[config.mk]
export PLATFORM = sky130hd
export DESIGN_NAME = vga_cmd_ctrl
export DESIGN_NICKNAME = d
export VERILOG_FILES = /design/src/rtl/vga_cmd_pkg.sv /design/src/rtl/vga_pattern_gen.sv /design/src/rtl/vga_cmd_ctrl.sv
export SDC_FILE = /design/constraint.sdc
export NUM_CORES = 1
export LEC_CHECK = 0
export CAP_MARGIN = 20
export CELL_PAD_IN_SITES_DETAIL_PLACEMENT = 1
export CELL_PAD_IN_SITES_GLOBAL_PLACEMENT = 1
export CORE_UTILIZATION = 39
export CTS_CLUSTER_DIAMETER = 60
export DETAILED_ROUTE_END_ITERATION = 6
export PLACE_DENSITY_LB_ADDON = 0.1
export SYNTH_ARGS = -nofsm -noshare
export SYNTH_HDL_FRONTEND = slang
export SYNTH_SLANG_ARGS = --single-unit
[constraint.sdc]
create_clock -name i_clk -period 2.5 [get_ports i_clk]
set_input_delay 0.5 -clock i_clk [delete_from_list [all_inputs] [get_ports i_clk]]
set_output_delay 0.5 -clock i_clk [all_outputs]
set_load 0.05 [all_outputs]
[src/rtl/vga_cmd_pkg.sv]
// Shared definitions for the VGA command controller: opcodes, response
// codes, pattern encodings, parser states and the colour record.
package vga_cmd_pkg;

  localparam logic [7:0] OP_PATTERN = 8'h50;  // 'P'
  localparam logic [7:0] OP_COLOUR  = 8'h43;  // 'C'
  localparam logic [7:0] RSP_ACK    = 8'h06;
  localparam logic [7:0] RSP_NAK    = 8'h15;

  typedef enum logic [2:0] {
    PAT_SOLID   = 3'd0,
    PAT_BARS    = 3'd1,
    PAT_CHECKER = 3'd2,
    PAT_HGRAD   = 3'd3,
    PAT_VGRAD   = 3'd4,
    PAT_BORDER  = 3'd5,
    PAT_BLACK6  = 3'd6,
    PAT_BLACK7  = 3'd7
  } pattern_e;

  typedef enum logic [1:0] {
    ST_IDLE     = 2'd0,
    ST_WAIT_ARG = 2'd1,
    ST_RESP     = 2'd2
  } state_e;

  typedef struct packed {
    logic [2:0] r;
    logic [2:0] g;
    logic [2:0] b;
  } colour_t;

  // Expand a colour argument byte: RRRGGGBB, blue LSB replicated to 3 bits.
  function automatic colour_t decode_colour(input logic [7:0] arg);
    colour_t c;
    c.r = arg[7:5];
    c.g = arg[4:2];
    c.b = {arg[1:0], arg[0]};
    return c;
  endfunction

endpackage

[src/rtl/vga_pattern_gen.sv]
// Test-pattern pixel colouring. Output is registered: one clock of latency
// from i_px/i_py/i_activeArea to o_red/o_grn/o_blu.
module vga_pattern_gen
  import vga_cmd_pkg::*;
#(
  parameter int H_ACTIVE = 640,
  parameter int V_ACTIVE = 480
) (
  input  logic       i_clk,
  input  logic       i_reset,
  input  logic [2:0] i_pattern,
  input  logic [8:0] i_colour,
  input  logic       i_activeArea,
  input  logic [9:0] i_px,
  input  logic [9:0] i_py,
  output logic [2:0] o_red,
  output logic [2:0] o_grn,
  output logic [2:0] o_blu
);

  localparam logic [9:0] BAR_W  = 10'(H_ACTIVE / 8);
  localparam logic [9:0] X_LAST = 10'(H_ACTIVE - 1);
  localparam logic [9:0] Y_LAST = 10'(V_ACTIVE - 1);

  pattern_e   pat;
  colour_t    colour;
  colour_t    rgb_d;
  colour_t    rgb_q;
  logic [9:0] bar_idx;
  logic [2:0] bar_sel;
  logic       cell_lit;
  logic       on_border;

  assign pat       = pattern_e'(i_pattern);
  assign colour    = colour_t'(i_colour);
  assign bar_idx   = i_px / BAR_W;
  // Clamp so an out-of-range px still lands on the last bar.
  assign bar_sel   = (bar_idx > 10'd7) ? 3'd7 : bar_idx[2:0];
  // 32x32 cells; the cell containing (0,0) is lit.
  assign cell_lit  = ~(i_px[5] ^ i_py[5]);
  assign on_border = (i_px == 10'd0) || (i_px == X_LAST) ||
                     (i_py == 10'd0) || (i_py == Y_LAST);

  // Select the pixel colour for the current pattern; black outside active area.
  always_comb begin
    rgb_d = '0;
    if (i_activeArea) begin
      case (pat)
        PAT_SOLID:   rgb_d = colour;
        PAT_BARS:    rgb_d = '{r: {3{bar_sel[2]}}, g: {3{bar_sel[1]}}, b: {3{bar_sel[0]}}};
        PAT_CHECKER: rgb_d = cell_lit ? colour : '0;
        PAT_HGRAD:   rgb_d = '{r: i_px[9:7], g: i_px[9:7], b: i_px[9:7]};
        PAT_VGRAD:   rgb_d = '{r: i_py[8:6], g: i_py[8:6], b: i_py[8:6]};
        PAT_BORDER:  rgb_d = on_border ? colour : '0;
        default:     rgb_d = '0;
      endcase
    end
  end

  // Pixel output register.
  always_ff @(posedge i_clk) begin
    if (i_reset) rgb_q <= '0;
    else         rgb_q <= rgb_d;
  end

  assign o_red = rgb_q.r;
  assign o_grn = rgb_q.g;
  assign o_blu = rgb_q.b;

endmodule

[src/rtl/vga_cmd_ctrl.sv]
// UART-driven VGA test-pattern controller: two-byte command parser with
// argument timeout, pending/applied settings swapped at frame start, and
// pattern generator instance.
// Build option: define VGA_CMD_ACK_EN to send ACK/NAK bytes over the UART
// transmitter; without it the response state is bypassed and tx outputs are 0.
module vga_cmd_ctrl
  import vga_cmd_pkg::*;
#(
  parameter int CLKS_TIMEOUT = 2500000,
  parameter int H_ACTIVE     = 640,
  parameter int V_ACTIVE     = 480
) (
  input  logic       i_clk,
  input  logic       i_reset,
  input  logic       i_rxStrobe,
  input  logic [7:0] i_rxByte,
  input  logic       i_txActive,
  input  logic       i_activeArea,
  input  logic [9:0] i_px,
  input  logic [9:0] i_py,
  output logic       o_txStart,
  output logic [7:0] o_txByte,
  output logic [2:0] o_red,
  output logic [2:0] o_grn,
  output logic [2:0] o_blu,
  output logic [2:0] o_pattern
);

  localparam int              CNT_W    = (CLKS_TIMEOUT > 2) ? $clog2(CLKS_TIMEOUT) : 1;
  localparam logic [CNT_W-1:0] CNT_LAST = CNT_W'(CLKS_TIMEOUT - 1);

  state_e           state_q, state_d;
  logic [CNT_W-1:0] cnt_q, cnt_d;
  logic             op_colour_q, op_colour_d;
  pattern_e         pend_pat_q, pend_pat_d;
  colour_t          pend_col_q, pend_col_d;
  pattern_e         app_pat_q;
  colour_t          app_col_q;
  logic             frame_start;

`ifdef VGA_CMD_ACK_EN
  logic [7:0] resp_q, resp_d;
  logic       tx_start_q, tx_start_d;
  logic [7:0] tx_byte_q, tx_byte_d;
`else
  logic       unused_tx_active;
  assign unused_tx_active = i_txActive;
`endif

  assign frame_start = (i_px == 10'd0) && (i_py == 10'd0);

  // Parser next-state: opcode, argument/timeout, response handshake.
  always_comb begin
    // NOTE: every _d signal gets its hold value first, so no branch can infer a latch.
    state_d     = state_q;
    cnt_d       = cnt_q;
    op_colour_d = op_colour_q;
    pend_pat_d  = pend_pat_q;
    pend_col_d  = pend_col_q;
`ifdef VGA_CMD_ACK_EN
    resp_d      = resp_q;
    tx_start_d  = 1'b0;
    tx_byte_d   = tx_byte_q;
`endif
    case (state_q)
      ST_IDLE: begin
        if (i_rxStrobe) begin
          if (i_rxByte == OP_PATTERN || i_rxByte == OP_COLOUR) begin
            state_d     = ST_WAIT_ARG;
            op_colour_d = (i_rxByte == OP_COLOUR);
            cnt_d       = '0;
          end else begin
`ifdef VGA_CMD_ACK_EN
            state_d = ST_RESP;
            resp_d  = RSP_NAK;
`else
            state_d = ST_IDLE;
`endif
          end
        end
      end
      ST_WAIT_ARG: begin
        if (i_rxStrobe) begin
          if (op_colour_q) pend_col_d = decode_colour(i_rxByte);
          else             pend_pat_d = pattern_e'(i_rxByte[2:0]);
`ifdef VGA_CMD_ACK_EN
          state_d = ST_RESP;
          resp_d  = RSP_ACK;
`else
          state_d = ST_IDLE;
`endif
        end else if (cnt_q == CNT_LAST) begin
`ifdef VGA_CMD_ACK_EN
          state_d = ST_RESP;
          resp_d  = RSP_NAK;
`else
          state_d = ST_IDLE;
`endif
        end else begin
          cnt_d = cnt_q + 1'b1;
        end
      end
`ifdef VGA_CMD_ACK_EN
      ST_RESP: begin
        // Incoming bytes are ignored here by construction.
        if (!i_txActive) begin
          tx_start_d = 1'b1;
          tx_byte_d  = resp_q;
          state_d    = ST_IDLE;
        end
      end
`endif
      default: state_d = ST_IDLE;
    endcase
  end

  // Parser registers with synchronous reset.
  always_ff @(posedge i_clk) begin
    // NOTE: non-blocking assignments so every register samples pre-edge values.
    if (i_reset) begin
      state_q     <= ST_IDLE;
      cnt_q       <= '0;
      op_colour_q <= 1'b0;
      pend_pat_q  <= PAT_SOLID;
      pend_col_q  <= '0;
`ifdef VGA_CMD_ACK_EN
      resp_q      <= 8'h00;
      tx_start_q  <= 1'b0;
      tx_byte_q   <= 8'h00;
`endif
    end else begin
      state_q     <= state_d;
      cnt_q       <= cnt_d;
      op_colour_q <= op_colour_d;
      pend_pat_q  <= pend_pat_d;
      pend_col_q  <= pend_col_d;
`ifdef VGA_CMD_ACK_EN
      resp_q      <= resp_d;
      tx_start_q  <= tx_start_d;
      tx_byte_q   <= tx_byte_d;
`endif
    end
  end

  // Applied settings follow pending only at frame start; a pending write in
  // the same cycle lands in the next frame because the old value is sampled.
  always_ff @(posedge i_clk) begin
    if (i_reset) begin
      app_pat_q <= PAT_SOLID;
      app_col_q <= '0;
    end else if (frame_start) begin
      app_pat_q <= pend_pat_q;
      app_col_q <= pend_col_q;
    end
  end

`ifdef VGA_CMD_ACK_EN
  assign o_txStart = tx_start_q;
  assign o_txByte  = tx_byte_q;
`else
  assign o_txStart = 1'b0;
  assign o_txByte  = 8'h00;
`endif

  assign o_pattern = app_pat_q;

  vga_pattern_gen #(
    .H_ACTIVE(H_ACTIVE),
    .V_ACTIVE(V_ACTIVE)
  ) u_pattern_gen (
    .i_clk       (i_clk),
    .i_reset     (i_reset),
    .i_pattern   (app_pat_q),
    .i_colour    (app_col_q),
    .i_activeArea(i_activeArea),
    .i_px        (i_px),
    .i_py        (i_py),
    .o_red       (o_red),
    .o_grn       (o_grn),
    .o_blu       (o_blu)
  );

endmodule

==> results of run 1 <==
==> logic make-up after synthesis <==
logic type	share of synthesized area, %
xor gates and xnor gates	2.41
and+or+nand+nor	29.0
buffers and inverters	5.68
AOI/OAI and AO/OA	20.6
DFF	37.9
adders and majority gates	0.861
muxes	3.45
other	0.129
==> layout by cell type, fill, tap and decap left out, types with 4 or more instances in the layout <==
master and n:
mux2i_1 10, xnor2_1 6, buf_4 31, nand2b_1 4
nand3_1 21, clkbuf_8 5, and3b_1 4, inv_1 6
o21ai_1 5, and4_1 4, a311oi_1 4, dfxtp_1 55
nand4_1 8, nor2b_1 9, conb_1 9, nor3_1 4
or4_1 9, a21oi_1 32, a211oi_1 6, clkdlybuf4s50_1 43
nor3b_1 6, o21ai_0 12, nand2_1 36, nor2_1 25
or3_1 7
==> final cells by class <==
type | count | area, sq um | area share (%)
Timing Repair Buffer | 74 | 663 | 18.1
Tap cell | 99 | 124 | 3.37
Clock buffer | 5 | 68.8 | 1.87
Clock inverter | 3 | 25.0 | 0.681
Inverter | 6 | 22.5 | 0.613
Sequential cell | 55 | 1100 | 30.0
Multi-Input combinational cell | 269 | 1670 | 45.4
==> metal layers <==
metal / GRT usage [%] / share of wire [%] / up-vias
met3: 3.17 / 2.3 / 4
li1: - / - / 1395
met2: 38.9 / 54 / 36
met5: 0 / 0 / -
met1: 22.3 / 43 / 1344
met4: 4.99 / 0.71 / 0
==> worst reg2reg max path, delay by kind of cell, from the launching register on <==
family                 cells  cell delay (ns)
AO/OA/AOI/OAI              3             1.04
flip-flops                 1             0.36
buffers and inverters      1             0.23
AND/OR/NAND/NOR            2             0.68
==> synth_stat cells, types with 4 or more instances <==
master,n,area [sq um]
dfxtp_1,55,1100
nand2_1,36,135
a21oi_1,32,160
nor2_1,25,93.8
nand3_1,21,105
o21ai_0,13,65.1
buf_4,10,75.1
clkbuf_1,10,37.5
mux2i_1,10,100
nor2b_1,9,56.3
or4_1,9,67.6
nand4_1,8,50.1
or3_1,7,43.8
a211oi_1,6,45.0
inv_1,6,22.5
nor3b_1,6,45.0
xnor2_1,6,52.6
a311oi_1,4,35.0
and3b_1,4,35.0
and4_1,4,35.0
nand2b_1,4,25.0
nor3_1,4,20.0
o21ai_1,4,20.0
==> per-stage QoR <==
step           util [%]  hold slack (ns)
3_5_place_dp       49.6            0.447
3_3_place_gp       49.6            0.442
5_1_grt            50.9            0.488
6_report           50.9            0.460
4_1_cts            50.9            0.464
2_1_floorplan         -            0.432
==> power breakdown <==
group	total [mW]	leakage [nW]	switching, mW	internal [mW]
logic	0.165	0.790	0.0893	0.0760
clock network	0.517	0.0452	0.312	0.205
registers	0.876	0.443	0.000294	0.876
total	1.56	1.28	0.402	1.16
==> timing repair <==
action / CTS / global route
buffers inserted: 0 / 0
setup endpoints to repair: 0 / 1
gates resized for setup: 0 / 1
==> registers in the layout (all words and copies together) (netlist names) <==
register             flops
app_col_q                8
cnt_q                   22
o_pattern                3
op_colour_q              1
pend_col_q               8
pend_pat_q               3
state_q                  1
u_pattern_gen.o_blu      3
u_pattern_gen.o_grn      3
u_pattern_gen.o_red      3
==> final timing paths <==
check	start	end	slack (ns)	cells after the start
worst max-delay path	cnt_q[14]$_SDFFE_PP0P_	cnt_q[21]$_SDFFE_PP0P_	0.10	6
worst min-delay path	pend_pat_q[2]$_SDFFE_PP0P_	o_pattern[2]$_SDFFE_PP0P_	0.46	2
worst max register to register	cnt_q[14]$_SDFFE_PP0P_	cnt_q[21]$_SDFFE_PP0P_	0.10	6
worst min register to register	pend_pat_q[2]$_SDFFE_PP0P_	o_pattern[2]$_SDFFE_PP0P_	0.46	2
==> flow_summary.ini, run 1 <==
[timing]
fin_tns_setup_ns = 0
tightest_slew_ns = 0.578
max_freq_mhz = 417
setup_ws_ns = 0.101
fin_crit_ns = 2.40
rsz0062_at_grt = false
fin_crit_sh_pct = 96.0
worst_clock_skew_ns = 0.00499
hold_viol = 0
setup_viol = 0
slew_headroom_pct = 61.5
slew_viol_final = 0

[yosys]
ys_seq_area_share_pct = 37.9
synth.distinct_cells = 53
synth_area_per_cell_sq_um = 8.40
async_reset_ff_share_pct = 0
ys_ff_latch = 55
synthFlopType = dfxtp_1
syn-cell-area_sq_mm = 0.00291
yosysWarnings = 0
netlist_instances = 346
synth_edf_count = 0

[power_and_ir_drop]
cellLeakagePower_nw = 1.28
power_per_cell_area_mw_per_mm2 = 424
total_power_mw = 1.56
ir_worst_vdd_v = 0.000253

[drt]
first_pass_iters = 4
vias = 2779
wl_per_cell_microns = 14.6
drt-total-wl_mm = 7.48
routed_via_density = 5.44
first_iter_violations = 73
ant_nets = 0
drc = 0

[critical_path]
max_stage_delay_ns = 0.57
path_buf_inv = 1
crit_arrival_ns = 2.61
crit_family = compound AO/OA/AOI/OAI gates
slowest_stage = or4b_4
startpoint_type = flop
worstPathCellList = or4b_4 -> o41a_1 -> o31ai_4 -> buf_4 -> or3_1 -> a21oi_1
critPathMaxFanout = 11
worstSetupEndpointType = flop
critPathKind = flop to flop
critPathRequiredTime_ns = 2.71

[floorplan]
die_h_microns = 88.3
start_util_pct = 40.3
coreArea_sq_mm = 0.00721
fp-row-count = 31
num_io_pins = 54
die_w_microns = 88.3
dieArea_sq_mm = 0.00780

[cells_and_area]
stdcell_area_sq_mm = 0.00367
diodes = 0
area_growth_pct = 26.4
drive_gt1_share_pct = 10.7
nFillCells = 899
instances_no_fill = 511
final_nets = 446

[clocking]
clkSlewWorstSetupHoldPaths_ns = 0.11
htree_levels = 2
clockBufferDepth = 2
cts_tree = done
numCtsBuffers = 5
cts.sinks = 55
clock_latency_ns = 0.31
clock-root-buffer = clkbuf_8
postCtsHoldBufs = 0

[grt]
grt_max_degree = 27
grt_overflow_total = 0
grt_antenna_before_repair = 0
track_usage_pct = 19.9
grt_pass1_vias = 2659
grt_first_pass_wirelength_mm = 12.2

[run_status]
status = completed

[place]
post_dp_cell_area_sq_mm = 0.00358
port_buffers = 43
post-place-ws_ns = -0.145
dp.final_hpwl_mm = 5.91
gp_congestion = 0.863
dp.cells = 503

[min_path]
min_path_type = flop to flop

[run]
maxCapViolCount = 0
No activity file was read; power rests on OpenSTA's default activity.
==> inputs of run 2 (changes only) <==
--- a/config.mk
+++ b/config.mk
@@ -8,9 +8,11 @@
 export CAP_MARGIN = 20
 export CELL_PAD_IN_SITES_DETAIL_PLACEMENT = 1
 export CELL_PAD_IN_SITES_GLOBAL_PLACEMENT = 1
+export CORE_MARGIN = 3
 export CORE_UTILIZATION = 39
 export CTS_CLUSTER_DIAMETER = 60
 export DETAILED_ROUTE_END_ITERATION = 6
+export GPL_TIMING_DRIVEN = 0
 export PLACE_DENSITY_LB_ADDON = 0.1
 export SYNTH_ARGS = -nofsm -noshare
 export SYNTH_HDL_FRONTEND = slang
==> flow_summary.ini, run 2 (synthesized netlist as in run 1, its figures left out) <==
[drt]
vias = 2777
wl_per_cell_microns = 15.6
drt-total-wl_mm = 7.80
ant_nets = 0
first_pass_iters = 4
drc = 0
routed_via_density = 5.55
first_iter_violations = 55

[critical_path]
critPathMaxFanout = 10
worstPathCellList = or4b_4 -> o41a_1 -> o31ai_4 -> buf_6 -> nor4b_1 -> or2_1
critPathRequiredTime_ns = 2.70
max_stage_delay_ns = 0.58
slowest_stage = or4b_4
reg2regPathDepth = 6
critPathKind = flop to flop
crit_arrival_ns = 2.60
worstSetupEndpointType = flop
startpoint_type = flop

[cells_and_area]
final_common_cell = dfxtp_1
drive_gt1_share_pct = 8.42
largestRegisters = cnt_q x22, app_col_q x8, pend_col_q x8
diodes = 0
regMostFlops = cnt_q
largest_reg_flops = 22
nFillCells = 883
final_nets = 438
area_growth_pct = 24.9
most-common-layout-cells = 54 x dfxtp_1, 40 x clkdlybuf4s50_1, 36 x nand2_1, 32 x a21oi_1, 25 x nor2_1

[power_and_ir_drop]
p_comb_share_pct = 8.9
seqPwrFrac_pct = 50.5
switching_share_pct = 22.6
cellLeakagePower_nw = 1.23
switchingPower_mw = 0.393
intPower_mw = 1.34
p_clk_share_pct = 40.6
total_power_mw = 1.73
power_per_cell_area_mw_per_mm2 = 478
ir_worst_vdd_v = 0.000419

[clocking]
cts.sinks = 55
clockBufferDepth = 2
clock_latency_ns = 0.31
clock-root-buffer = clkbuf_8
htree_levels = 2
cts_tree = done
clkSlewWorstSetupHoldPaths_ns = 0.10
numCtsBuffers = 5

[timing]
slew_viol_final = 0
tightest_slew_ns = 0.755
worst_clock_skew_ns = 0.00452
fin_tns_setup_ns = 0
setup_viol = 0
max_freq_mhz = 418
fin_crit_sh_pct = 95.7
hold_viol = 0
fin_crit_ns = 2.39
slew_headroom_pct = 49.1

[run_status]
status = completed

[grt]
grt_pass1_vias = 2809
grt_overflow_total = 0
track_usage_pct = 18.9
grt_first_pass_wirelength_mm = 13.4
grt_antenna_before_repair = 0
grt_max_degree = 18

[floorplan]
coreArea_sq_mm = 0.00702
die_h_microns = 92.3
num_io_pins = 54
fp-row-count = 30
die_w_microns = 92.3
start_util_pct = 41.4
dieArea_sq_mm = 0.00852

[min_path]
min_path_type = flop to flop
holdPathStages = 2

[run]
maxCapViolCount = 0

[place]
dp.final_hpwl_mm = 6.03
gp_congestion = 0.831
port_buffers = 40
[run 2: changes by cell type in the layout (fill, tap and decap cells not counted), moves of 2 or more]
cell / before / now
clkbuf_1: 0 / 8
buf_6: 0 / 2
inv_6: 2 / 0
buf_4: 31 / 13
bufinv_16: 0 / 2
clkdlybuf4s50_1: 43 / 40
[run 2: area by class of cell]
class,count,area (sq um),area share (%)
plain buffers,23,144,3.96
clock buffers,5,68.8,1.90
clock inverters,3,67.6,1.86
inverters,6,22.5,0.620
multi-input cells,269,1680,46.3
flip-flops and latches,55,1100,30.4
well taps,96,120,3.31
repair buffers,43,423,11.7
[run 2: repair_timing]
item                                    CTS  global route
buffers inserted                          0             3
endpoints found under the setup margin   12            11
hold buffers                              0             0
gates resized for setup                   4             4
pin swaps                                 0             2
[run 2: path summary, 6_finish.rpt]
check / start / to / slack, ns
max reg2reg: cnt_q[14]$_SDFFE_PP0P_ / cnt_q[5]$_SDFFE_PP0P_ / 0.11
min: pend_col_q[5]$_SDFFE_PP0P_ / pend_col_q[5]$_SDFFE_PP0P_ / 0.47
min reg2reg: pend_col_q[5]$_SDFFE_PP0P_ / pend_col_q[5]$_SDFFE_PP0P_ / 0.47
max: cnt_q[14]$_SDFFE_PP0P_ / cnt_q[5]$_SDFFE_PP0P_ / 0.11
[run 2: per-layer routing]
layer  global-route usage (%)  wire length (microns)
met1                     26.4                   3890
met5                        0                      0
met4                     4.21                     61
met3                     3.49                    327
met2                     30.5                   3520
[run 2: worst max-delay path: cells and delay by family (launching register included)]
kind | cells | cell delay [ns]
buffers and inverters | 1 | 0.19
flip-flops | 1 | 0.36
AND/OR/NAND/NOR | 3 | 0.84
AO/OA/AOI/OAI | 2 | 0.90
[run 2: power groups by stage]
stage,clock (mW),combinational (mW),sequential (mW)
finish,0.703,0.155,0.876
CTS,0.720,0.153,0.876
detailed placement,0,0.153,0.896
global route,0.754,0.168,0.876
floorplan,0,0.0819,0.896
global placement,0,0.151,0.896
[run 2: metrics by stage]
| step | hold WS [ns] | cell area (sq um) | utilization [%] | worst slack (ns) | std cells |
|---|---|---|---|---|---|
| global placement | 0.449 | 3460 | 49.2 | -0.519 | 490 |
| floorplan | 0.432 | 2940 | - | 0.353 | 354 |
| detailed placement | 0.452 | 3460 | 49.2 | -0.552 | 490 |
| global route | 0.496 | 3630 | 51.7 | -0.00142 | 500 |
| CTS | 0.467 | 3600 | 51.2 | 0.0491 | 497 |
| finish | 0.467 | 3630 | 51.7 | 0.109 | 500 |
